[config.mk]
export PLATFORM = sky130hd
export DESIGN_NAME = fifo_lane
export DESIGN_NICKNAME = d
export VERILOG_FILES = /design/src/rtl/fifo_ctrl_pkg.sv /design/src/rtl/fifo_lane.sv /design/src/rtl/fifo_mem.sv /design/src/rtl/fifo_ctrl.sv
export SDC_FILE = /design/constraint.sdc
export NUM_CORES = 1
export LEC_CHECK = 0
export BUFFER_PORTS_ARGS = -buffer_cell sky130_fd_sc_hd__buf_2
export CORE_ASPECT_RATIO = 0.5
export CORE_MARGIN = 4
export CORE_UTILIZATION = 53
export DETAILED_ROUTE_END_ITERATION = 8
export GPL_TIMING_DRIVEN = 0
export PLACE_DENSITY_LB_ADDON = 0.12
export SLEW_MARGIN = 15
export SYNTH_ARGS = -nofsm -noshare
export SYNTH_HDL_FRONTEND = slang
export SYNTH_SLANG_ARGS = --single-unit
export TNS_END_PERCENT = 100
[constraint.sdc]
create_clock -name clk -period 3.36 [get_ports clk]
set_clock_uncertainty 0.05 [all_clocks]
set_input_delay 0.672 -clock clk [delete_from_list [all_inputs] [get_ports clk]]
set_output_delay 0.672 -clock clk [all_outputs]
set_load 0.02 [all_outputs]
[src/rtl/fifo_ctrl_pkg.sv]
// rtl/fifo_ctrl_pkg.sv - shared FIFO state encodings and default sizing constants
package fifo_ctrl_pkg;

  localparam int FIFO_DEPTH     = 8;
  localparam int FIFO_PTR_SIZE  = 3;
  localparam int FIFO_CNT_SIZE  = 4;
  localparam int FIFO_UMBRAL_HI = 6;
  localparam int FIFO_UMBRAL_LO = 1;

  typedef enum logic [1:0] {
    ST_INIT   = 2'd0,
    ST_IDLE   = 2'd1,
    ST_ACTIVE = 2'd2,
    ST_ERROR  = 2'd3
  } fifo_state_t;

endpackage

[src/rtl/fifo_lane.sv]
// rtl/fifo_lane.sv - one switch-lane FIFO: controller plus its memory block
module fifo_lane
  import fifo_ctrl_pkg::*;
#(
  parameter int DATA_SIZE     = 10,
  parameter int DEPTH         = FIFO_DEPTH,
  parameter int PTR_SIZE      = FIFO_PTR_SIZE,
  parameter int CNT_SIZE      = FIFO_CNT_SIZE,
  parameter int UMBRAL_HI_RST = FIFO_UMBRAL_HI,
  parameter int UMBRAL_LO_RST = FIFO_UMBRAL_LO
) (
  input  logic                 clk,
  input  logic                 reset,
  input  logic                 init,
  input  logic [CNT_SIZE-1:0]  umbral_hi,
  input  logic [CNT_SIZE-1:0]  umbral_lo,
  input  logic                 push,
  input  logic                 pop,
  input  logic [DATA_SIZE-1:0] data_in,
  output logic [DATA_SIZE-1:0] data_out,
  output logic                 data_valid,
  output logic [CNT_SIZE-1:0]  count,
  output logic                 full,
  output logic                 empty,
  output logic                 pause,
  output logic                 almost_empty,
  output logic                 error,
  output logic [1:0]           state
);

  logic                write, read;
  logic [PTR_SIZE-1:0] wr_ptr, rd_ptr;

  fifo_ctrl #(
    .DEPTH         (DEPTH),
    .PTR_SIZE      (PTR_SIZE),
    .CNT_SIZE      (CNT_SIZE),
    .UMBRAL_HI_RST (UMBRAL_HI_RST),
    .UMBRAL_LO_RST (UMBRAL_LO_RST)
  ) u_ctrl (
    .clk          (clk),
    .reset        (reset),
    .init         (init),
    .umbral_hi    (umbral_hi),
    .umbral_lo    (umbral_lo),
    .push         (push),
    .pop          (pop),
    .write        (write),
    .read         (read),
    .wr_ptr       (wr_ptr),
    .rd_ptr       (rd_ptr),
    .count        (count),
    .full         (full),
    .empty        (empty),
    .almost_full  (pause),
    .almost_empty (almost_empty),
    .data_valid   (data_valid),
    .error        (error),
    .state        (state)
  );

  fifo_mem #(
    .DATA_SIZE (DATA_SIZE),
    .DEPTH     (DEPTH),
    .PTR_SIZE  (PTR_SIZE)
  ) u_mem (
    .clk      (clk),
    .reset    (reset),
    .write    (write),
    .read     (read),
    .wr_ptr   (wr_ptr),
    .rd_ptr   (rd_ptr),
    .data_in  (data_in),
    .data_out (data_out)
  );

endmodule

[src/rtl/fifo_mem.sv]
// rtl/fifo_mem.sv - lane storage array with synchronous write and combinational read
module fifo_mem #(
  parameter int DATA_SIZE = 10,
  parameter int DEPTH     = 8,
  parameter int PTR_SIZE  = 3
) (
  input  logic                 clk,
  input  logic                 reset,
  input  logic                 write,
  input  logic                 read,
  input  logic [PTR_SIZE-1:0]  wr_ptr,
  input  logic [PTR_SIZE-1:0]  rd_ptr,
  input  logic [DATA_SIZE-1:0] data_in,
  output logic [DATA_SIZE-1:0] data_out
);

  logic [DATA_SIZE-1:0] mem [DEPTH];

  // Reset wipes the array; otherwise store the word at wr_ptr on an accepted write.
  always_ff @(posedge clk) begin
    if (!reset) begin
      for (int i = 0; i < DEPTH; i++) begin
        mem[i] <= '0;
      end
    end else if (write) begin
      mem[wr_ptr] <= data_in;
    end
  end

  // Zero-latency read: the popped word is on data_out in the same cycle as read.
  always_comb begin
    data_out = '0;
    if (read) begin
      data_out = mem[rd_ptr];
    end
  end

endmodule

[src/rtl/fifo_ctrl.sv]
// rtl/fifo_ctrl.sv - FIFO pointer, occupancy, flag and error sequencer
module fifo_ctrl
  import fifo_ctrl_pkg::*;
#(
  parameter int DEPTH         = FIFO_DEPTH,
  parameter int PTR_SIZE      = FIFO_PTR_SIZE,
  parameter int CNT_SIZE      = FIFO_CNT_SIZE,
  parameter int UMBRAL_HI_RST = FIFO_UMBRAL_HI,
  parameter int UMBRAL_LO_RST = FIFO_UMBRAL_LO
) (
  input  logic                clk,
  input  logic                reset,
  input  logic                init,
  input  logic [CNT_SIZE-1:0] umbral_hi,
  input  logic [CNT_SIZE-1:0] umbral_lo,
  input  logic                push,
  input  logic                pop,
  output logic                write,
  output logic                read,
  output logic [PTR_SIZE-1:0] wr_ptr,
  output logic [PTR_SIZE-1:0] rd_ptr,
  output logic [CNT_SIZE-1:0] count,
  output logic                full,
  output logic                empty,
  output logic                almost_full,
  output logic                almost_empty,
  output logic                data_valid,
  output logic                error,
  output logic [1:0]          state
);

  fifo_state_t         state_q, state_d;
  logic [CNT_SIZE-1:0] count_q, count_d;
  logic [CNT_SIZE-1:0] umbral_hi_q, umbral_lo_q;
  logic [PTR_SIZE-1:0] wr_ptr_q, rd_ptr_q;
  logic                error_q;
  logic                running, underflow, overflow, pop_ok, push_ok;

  assign full         = (count_q == CNT_SIZE'(DEPTH));
  assign empty        = (count_q == '0);
  assign almost_full  = (count_q >= umbral_hi_q);
  assign almost_empty = (count_q <= umbral_lo_q);

  // Request acceptance from the registered count; an underflow also drops a same-cycle push.
  always_comb begin
    running   = reset && ((state_q == ST_IDLE) || (state_q == ST_ACTIVE));
    underflow = running & pop & empty;
    overflow  = running & push & full & ~pop;
    pop_ok    = running & pop & ~empty;
    push_ok   = running & push & ~underflow & (~full | pop_ok);
    count_d   = count_q + CNT_SIZE'(push_ok) - CNT_SIZE'(pop_ok);
  end

  // Next-state selection: INIT waits for init, errors are sticky, IDLE/ACTIVE track occupancy.
  always_comb begin
    state_d = state_q;
    case (state_q)
      ST_INIT: begin
        if (init) begin
          state_d = ST_IDLE;
        end
      end
      ST_IDLE, ST_ACTIVE: begin
        if (underflow || overflow) begin
          state_d = ST_ERROR;
        end else if (count_d == '0) begin
          state_d = ST_IDLE;
        end else begin
          state_d = ST_ACTIVE;
        end
      end
      ST_ERROR: begin
        state_d = ST_ERROR;
      end
      default: begin
        state_d = ST_INIT;
      end
    endcase
  end

  // State register.
  always_ff @(posedge clk) begin
    if (!reset) begin
      state_q <= ST_INIT;
    end else begin
      state_q <= state_d;
    end
  end

  // Pointers, occupancy, thresholds and the sticky error flag.
  always_ff @(posedge clk) begin
    if (!reset) begin
      wr_ptr_q    <= '0;
      rd_ptr_q    <= '0;
      count_q     <= '0;
      error_q     <= 1'b0;
      umbral_hi_q <= CNT_SIZE'(UMBRAL_HI_RST);
      umbral_lo_q <= CNT_SIZE'(UMBRAL_LO_RST);
    end else begin
      if ((state_q == ST_INIT) && init) begin
        umbral_hi_q <= umbral_hi;
        umbral_lo_q <= umbral_lo;
      end
      if (push_ok) begin
        wr_ptr_q <= wr_ptr_q + 1'b1;
      end
      if (pop_ok) begin
        rd_ptr_q <= rd_ptr_q + 1'b1;
      end
      count_q <= count_d;
      error_q <= error_q | underflow | overflow;
    end
  end

  assign write      = push_ok;
  assign read       = pop_ok;
  assign data_valid = pop_ok;
  assign wr_ptr     = wr_ptr_q;
  assign rd_ptr     = rd_ptr_q;
  assign count      = count_q;
  assign error      = error_q;
  assign state      = state_q;

endmodule

Yosys cells after proc, flatten, opt, wreduce, memory -nomap -nowiden. Memories as Yosys holds them, arrays and structs flattened. A register that Yosys moved wholly into a read port is not among the register bits. Cells that the tools add are included.

Add/subtract/negate cells: 4. Equality and inequality tests: 5. Multiplexer cells: 14. Reduce and logical (&&, ||, !) cells: 9. Bitwise operators: 15. $lt $le $gt $ge: 2.

Operators by type and width (count): $mux W10 (2); $reduce_or A10 Y1 (1); $mux W3 (3); $and A1 B1 Y1 (8); $logic_not A4 Y1 (2); $add A3 B1 Y3 const B (2); $mux W2 (3); $pmux W2 S3 (1); $mux W1 (5); $add A4 B1 Y4 (1); $eq A2 B2 Y1 const B (2); $eq A4 B4 Y1 const B (1); $ge A4 B4 Y1 (1); $le A4 B4 Y1 (1); $not A1 Y1 (4); $sub A4 B1 Y4 (1); $or A1 B1 Y1 (3); $eq A2 B1 Y1 const B (1); $logic_and A1 B1 Y1 (2); $logic_not A2 Y1 (1); $logic_or A1 B1 Y1 (2); $ne A2 B2 Y1 const B (1); $reduce_or A2 Y1 (1).

Logic and storage cells: 57. Memory bits (writable): 80. Bits of input ports: 23. Memories kept: 1. Output and inout port bits: 22. Flip-flop bits (word level): 21.

Memory list: u_mem.mem (depth 8, width 10, read ports 1, clocked after Yosys merged registers in 1, write ports 8, RTL line fifo_mem.sv:17) `logic [DATA_SIZE-1:0] mem [DEPTH];`.

Longest topological paths before layout. Gate-level depths: netlist of run 1.

Depth in word-level cells: 14. Mapped depth: 13. Gate-level depth less buffers: 12.

By module. From an unflattened synthesis of run 1, not the netlist that was laid out.

Cells, all modules: 377. Area total of the unflattened synthesis: 4933.5 sq um.

Modules (own cells, without submodules): fifo_mem (seq. area each 2402.3 sq um, cells each 230, area an instance 3671.0 sq um, instances 1); fifo_ctrl (seq. area each 420.4 sq um, cells each 147, area an instance 1262.5 sq um, instances 1).

Worst setup path after synthesis of run 1. Ideal clock, no wire load.

Path type: flip-flop to flip-flop. Start point: register u_ctrl.count_q[2], in the netlist u_ctrl.count[2]. End point: register u_ctrl.state_q[0], in the netlist u_ctrl.state[0]. Path buffers: 1. Period minus slack after synthesis: 3605 ps. Required time: 3215 ps. Arrival: 3459 ps. Cell stages (with the launch flop): 14. Setup time: 95 ps. Path slack: -245 ps. Cells stage by stage: dfxtp_1 inv_1 ha_1 or3b_2 or2b_1 buf_1 a21o_1 o21ai_0 ha_1 fa_1 or3b_1 a2111oi_2 o31ai_1 a221oi_1.

Word-level cells in the longest chain between the ends: 11. Elaborated cells between the ends (all ways): 19. Classes of those cells: add/sub (2); eq/ne (1); mux (3); bitwise (10); reduce/logical (3).

RTL lines: start: declaration (RTL line fifo_ctrl.sv:33) `logic [CNT_SIZE-1:0] count_q, count_d;`; start signal: assignment (RTL line fifo_ctrl.sv:110) `count_q <= count_d;`; $logic_not A4 Y1 (RTL line fifo_ctrl.sv:40) `assign empty = (count_q == '0);`; $and A1 B1 Y1 / $not A1 Y1 (equally long branches) (RTL line fifo_ctrl.sv:47, fifo_ctrl.sv:49); $not A1 Y1 / $and A1 B1 Y1 (equally long branches) (RTL line fifo_ctrl.sv:50, fifo_ctrl.sv:49); $and A1 B1 Y1 / $or A1 B1 Y1 (equally long branches) (RTL line fifo_ctrl.sv:50) `push_ok = running & push & ~underflow & (~full | pop_ok);`; $and A1 B1 Y1 (RTL line fifo_ctrl.sv:50); $add A4 B1 Y4 (RTL line fifo_ctrl.sv:51) `count_d = count_q + CNT_SIZE'(push_ok) - CNT_SIZE'(pop_ok);`; $sub A4 B1 Y4 (*) (RTL line fifo_ctrl.sv:51); net u_ctrl.count_d[1] (RTL line fifo_ctrl.sv:33); $logic_not A4 Y1 (*) (RTL line fifo_ctrl.sv:66) `end else if (count_d == '0) begin`; $mux W2 (*) (RTL line fifo_ctrl.sv:66); $mux W2 (*) (RTL line fifo_ctrl.sv:64) `if (underflow || overflow) begin`; $pmux W2 S3 (*) (RTL line fifo_ctrl.sv:57) `case (state_q)`; end signal: assignment (RTL line fifo_ctrl.sv:86) `state_q <= state_d;`; end: declaration (RTL line fifo_ctrl.sv:32) `fifo_state_t state_q, state_d;`.

Mark *: on every way through the listed nets, which the timed path passes. The rest lies on a longest branch. A chain may end at the register's enable or synchronous reset.

Worst setup path after layout of run 1. Same ends and word-level chain as after synthesis.

==> results.toml, run 1 <==
[outcome]
outcome = "complete, no violations"

[setup_path]
r2r_slack_ns = 0.05
path_common_cell = "or3b_4"
path_cells = "inv_4 > ha_4 > or3b_4 > or2b_1 > buf_6 > a21o_1 > o21ai_1 > ha_2 > fa_1 > or3b_4 > a2111oi_4 > o31ai_1 > a221oi_1"
timing.rr.end = "u_ctrl.state[0]"
reg2reg_depth = 13
cp-start-kind = "flip-flop"
critical_path.endpoint_type = "flip-flop"
cp_max_fo = 3
critPathMaxStageDelay_ns = 0.46
cp_slowest_cell = "fa_1"
arrival_ns = 3.51
crit_required_ns = 3.56
reg2reg_from = "u_ctrl.count[2]"
critPathKind = "flip-flop to flip-flop"

[grt]
grt_overflow = 0
grt_pass1_wl_um = 16700
grt_pass1_vias = 3344
track_usage_pct = 20.9
grt_max_degree = 18
antenna_found_initial = 0

[floorplan]
start_util_pct = 55.1
row_count = 24
coreArea_mm2 = 0.00883
io_pins = 45
die_area_mm2 = 0.0109
dieWidth_um = 143
die_h_um = 75.7

[yosys]
synth_area_mm2 = 0.00486
ys_seq_area_share_pct = 59.3
synth_cells = 397
syn_nets = 439
avgSynthCellArea_um2 = 12.3
async_flop_share_pct = 0
ys.flop_type = "edfxtp_1"
synth_edf_count = 80
ys_warn_count = 0
ys_types = 47
synth.ff_latch_count = 104

[clocking]
htree_levels = 3
clk_latency_ns = 0.34
cts.root.buffer_cell = "clkbuf_16"
cts_buffers = 9
clk_pin_slew_ns = 0.06
numClockSinks = 104
cts_tree = "built"
postCtsHoldBufs = 0
cts_buffer_depth = 2

[power]
power_leakage_nw = 2.18
power.density_mw_per_mm2 = 567
peakVddDrop_v = 0.000301

[route]
avgRoutedWirePerCell_um = 17.7
ant_nets = 0
drt-vias-per-instance = 5.59
drc = 0
dr_total_vias = 3317
finalWirelength_um = 10500
drt_pass1_iterations = 4
drt_iter0_drc = 230

[sta]
slew_headroom_pct = 45.0
fin_crit_ns = 3.31
rsz0062_at_grt = "yes"
fin_crit_sh_pct = 98.6
maxSlewViolCount = 0
finalHoldViolCount = 0
finalSetupViolations = 0
fin_ws_ns = 0.0454
max_freq_mhz = 302
tightest_slew_ns = 0.825

[worst_hold_path]
hp-start = "u_ctrl.umbral_hi_q[0]"
hp-class = "flip-flop to flip-flop"
min_to = "u_ctrl.umbral_hi_q[0]"
holdPathStages = 2

[place]
dp_hpwl_um = 7750
io_buffers = 43
dpl_worst_slack_ns = -0.244
place_area_mm2 = 0.00533
gp_congestion = 0.821

[cells_and_area]
fin_area_mm2 = 0.00580
final_cell_mix = "nor2_1 (102), edfxtp_1 (80), buf_2 (52)"
syn_to_final_growth_pct = 19.2
final_layout_size_suffix_gt1_share_pct = 27.7
fin_nets = 513
fillers = 707
final_common_cell = "nor2_1"
diodes = 0

[run]
cap_violations = 0
synthesized netlist by cell type (all sizes together), types with 2 or more instances:
master / instances / share of area (%)
nor2: 102 / 7.9
edfxtp: 80 / 49
nand2: 36 / 2.8
dfxtp: 24 / 9.9
mux4: 20 / 9.3
ha: 18 / 4.6
inv: 17 / 1.3
buf: 14 / 1.7
mux2i: 12 / 2.5
o21ai: 11 / 1.1
a21oi: 7 / 0.72
clkbuf: 6 / 0.46
a21o: 5 / 0.77
and2: 4 / 0.51
nand3: 4 / 0.51
or3b: 4 / 0.77
xnor2: 3 / 0.54
nand3b: 2 / 0.31
nor2b: 2 / 0.26
nor3: 2 / 0.21
o211ai: 2 / 0.31
o21a: 2 / 0.31
or3: 2 / 0.26
xor2: 2 / 0.36
worst max path at each step:
stage,startpoint,end,slack [ns]
after floorplan,u_ctrl.count[2],u_ctrl.state[0],0.006
after global placement,pop,u_mem.mem[4][1],-0.19
after detailed placement,reset,u_ctrl.state[0],-0.24
after CTS,u_ctrl.count[2],u_ctrl.state[0],0.04
after global routing,u_ctrl.count[2],u_ctrl.state[0],-0.09
final,u_ctrl.count[2],u_ctrl.state[0],0.05
layout make-up:
cell class	count	area [um2]	share of cell area, %
timing repair buffer	63	365	6.30
tap	117	146	2.52
inverter	18	70.1	1.21
clock buffer	10	229	3.95
multi-input combinational	255	1870	32.2
clock inverter	6	115	1.98
buffer	20	113	1.94
sequential	104	2900	49.9
metal layers:
layer	wire length, um	track usage, %	part of all wire, %	up-vias
met5	0	0	0	-
met4	89	4.91	0.85	0
met3	816	8.15	7.8	9
met2	5230	35.9	50	129
met1	4380	25.7	42	1619
li1	-	-	-	1560
power by group:
| part | internal [mW] | total (mW) | switching (mW) | leakage (nW) |
|---|---|---|---|---|
| registers | 1.45 | 1.49 | 0.0338 | 1.02 |
| logic | 0.285 | 0.622 | 0.337 | 0.992 |
| clock network | 0.732 | 1.18 | 0.450 | 0.163 |
| total | 2.47 | 3.29 | 0.821 | 2.18 |
cell families after synthesis:
| logic type | count (synthesis) | synth area share, % |
|---|---|---|
| XOR/XNOR | 5 | 0.901 |
| multiplexers | 33 | 12.0 |
| AND/OR/NAND/NOR | 164 | 14.4 |
| buffers and inverters | 38 | 3.55 |
| adder cells (fa/ha/maj) | 19 | 5.04 |
| AO/OA/AOI/OAI | 34 | 4.91 |
| flip-flops | 104 | 59.3 |
sequential cells by signal, indices dropped and copies added, names as in the netlist, named ones only:
name	count
u_ctrl.count	4
u_ctrl.error	1
u_ctrl.rd_ptr	3
u_ctrl.state	2
u_ctrl.umbral_hi_q	4
u_ctrl.umbral_lo_q	4
u_ctrl.wr_ptr	3
u_mem.mem	80
through the flow:
step                hold WS, ns  TNS [ns]  cells  power [mW]  utilization, %
detailed placement        0.400    -0.357    565        2.06            60.4
global route              0.429   -0.0906    593        3.43            65.7
floorplan                 0.386         0    397        1.90               -
CTS                       0.416         0    583        3.24            64.6
finish                    0.414         0    593        3.29            65.7
global placement          0.395     -3.90    557        2.03            59.7
worst max-delay path, delay by kind of cell (launching register included):
kind,cells,cell delay [ns]
AOI/OAI and AO/OA,5,0.93
buffers and inverters,2,0.17
adders and majority gates,3,0.81
and+or+nand+nor,3,0.90
DFF,1,0.37
what timing repair did:
item / in CTS / in global routing
endpoints found under the setup margin: 2 / 2
buffers inserted: 2 / 10
pin swaps: 5 / 7
resized for setup: 4 / 10
Note: power is estimated with default switching activity, not from simulation.
==> run 2: changes to the inputs <==
- GPL_TIMING_DRIVEN: 0 -> not set
==> run 2 against run 1 <==
  * Sequential cell count unchanged
  * Clock power decreased by 13%
  * Count of clock-buffer cells in the layout shrank 1
  * Critical path depth shrank 1
  * Global-route usage down 0.44 points
  * Sequential share of layout area is 1.2 points higher
  * Sequential power is essentially flat
  * Cell count down 2.9%
  * Register-to-register slack gained 0.09 ns
  * Cell area fell by 2.5%
  * Critical path type unchanged
  * Critical endpoint unchanged
  * Largest power group unchanged
  * Highest routed layer unchanged
==> results.toml, run 2 (synthesis gave the netlist of run 1 again) <==
[sta]
finalHoldViolCount = 0
maxSlewViolCount = 0
fin_crit_ns = 3.22
hold_ws_ns = 0.412
tightest_slew_ns = 0.825
rsz0062_at_grt = "no"
fin_crit_sh_pct = 96.0
finalSetupViolations = 0
max_freq_mhz = 310
slew_headroom_pct = 44.8

[clocking]
clk_pin_slew_ns = 0.06
clk_latency_ns = 0.34
cts.root.buffer_cell = "clkbuf_16"
numClockSinks = 104
cts_buffer_depth = 2
cts_buffers = 9
cts_tree = "built"
postCtsHoldBufs = 0
htree_levels = 3

[outcome]
outcome = "complete, no violations"

[cells_and_area]
final_layout_size_suffix_gt1_share_pct = 26.1
diodes = 0
fin_nets = 497
fin_area_mm2 = 0.00565
largest-register = "u_mem.mem"
largest_reg_flops = 80
syn_to_final_growth_pct = 16.2
final_cell_mix = "nor2_1 (102), edfxtp_1 (80), buf_2 (44)"
final_common_cell = "nor2_1"

[grt]
grt_pass1_wl_um = 16400
grt_max_degree = 23
gr-usage-met1_pct = 25.2
track_usage_pct = 20.5
use_met3_pct = 5.20
grt.busiest_layer = "met2"
use_met2_pct = 36.5
antenna_found_initial = 0
grt_pass1_vias = 3287
grt_overflow = 0

[route]
drt-vias-per-instance = 5.57
drt_iter0_drc = 226
avgRoutedWirePerCell_um = 17.9
finalWirelength_um = 10300
drt_pass1_iterations = 4
drc = 0
ant_nets = 0
dr_total_vias = 3206

[setup_path]
crit_required_ns = 3.57
cp_max_fo = 4
critical_path.endpoint_type = "flip-flop"
path_common_cell = "or3b_4"
critPathKind = "flip-flop to flip-flop"
cp-start-kind = "flip-flop"
arrival_ns = 3.43
crit_family = "simple AND/OR/NAND/NOR gates"
cp_slowest_cell = "fa_1"
critPathMaxStageDelay_ns = 0.44
worst-path-buf-inv = 1
path_cells = "inv_2 > ha_1 > or3b_4 > or2b_1 > a21o_1 > o21ai_0 > ha_2 > fa_1 > or3b_4 > a2111oi_4 > o31ai_2 > a221oi_2"

[power]
power.density_mw_per_mm2 = 547
power_leakage_nw = 2.11
peakVddDrop_v = 0.000274

[worst_hold_path]
hp-class = "flip-flop to flip-flop"

[floorplan]
row_count = 24
die_h_um = 75.7
start_util_pct = 55.1
io_pins = 45
die_area_mm2 = 0.0109
coreArea_mm2 = 0.00883
dieWidth_um = 143

[place]
gp_congestion = 0.891
dp_hpwl_um = 7200
place_area_mm2 = 0.00532
io_buffers = 44

[run]
cap_violations = 0
## run 2: report_power, final
| part | total, mW | internal [mW] | switching, mW |
|---|---|---|---|
| registers | 1.48 | 1.45 | 0.0291 |
| logic | 0.579 | 0.249 | 0.331 |
| clock network | 1.03 | 0.578 | 0.454 |
| total | 3.09 | 2.28 | 0.814 |
## run 2: what timing repair did
action	4_1_cts	5_1_grt
pin swaps	0	2
resized for setup	0	4
endpoints found under the hold margin	0	0
endpoints found under the setup margin	1	1
buffers inserted	1	2
## run 2: layout make-up
type / instances / area [um2]
inverter: 18 / 67.6
timing repair buffer: 67 / 393
clock inverter: 6 / 68.8
multi-input combinational: 255 / 1860
fill: 697 / 3180
clock buffer: 9 / 225
sequential: 104 / 2890
tap: 117 / 146
## run 2: worst paths after layout
check | cells past startpoint | to | slack (ns) | startpoint
worst max-delay path | 12 | u_ctrl.state[0] | 0.14 | u_ctrl.count[2]
worst min-delay path | 2 | u_ctrl.umbral_lo_q[2] | 0.41 | u_ctrl.umbral_lo_q[2]
worst max register to register | 12 | u_ctrl.state[0] | 0.14 | u_ctrl.count[2]
worst min register to register | 2 | u_ctrl.umbral_lo_q[2] | 0.41 | u_ctrl.umbral_lo_q[2]
## run 2: layer usage
| layer | share of wire, % | vias to the layer above |
|---|---|---|
| li1 | - | 1524 |
| met1 | 41 | 1547 |
| met2 | 52 | 119 |
| met3 | 6.5 | 16 |
| met4 | 1.1 | 0 |
| met5 | 0 | - |
## run 2: worst register-to-register path: stages (launching register included)
cell,delay (ns)
dfxtp_2,0.36
inv_2,0.05
ha_1,0.18
or3b_4,0.24
or2b_1,0.25
a21o_1,0.18
o21ai_0,0.10
ha_2,0.24
fa_1,0.44
or3b_4,0.42
a2111oi_4,0.32
o31ai_2,0.10
a221oi_2,0.20
## run 2: through the flow
| stage | setup TNS [ns] | worst slack (ns) | util [%] | std cells | power, mW |
|---|---|---|---|---|---|
| 3_5_place_dp | -0.0225 | -0.0225 | 60.2 | 558 | 2.06 |
| 4_1_cts | 0 | 0.00898 | 63.6 | 574 | 3.09 |
| 5_1_grt | 0 | 0.0191 | 64.0 | 576 | 3.23 |
| 3_3_place_gp | 0 | 0.0482 | 60.2 | 558 | 2.05 |
| 2_1_floorplan | 0 | 0.00610 | - | 397 | 1.90 |
| 6_report | 0 | 0.135 | 64.0 | 576 | 3.09 |
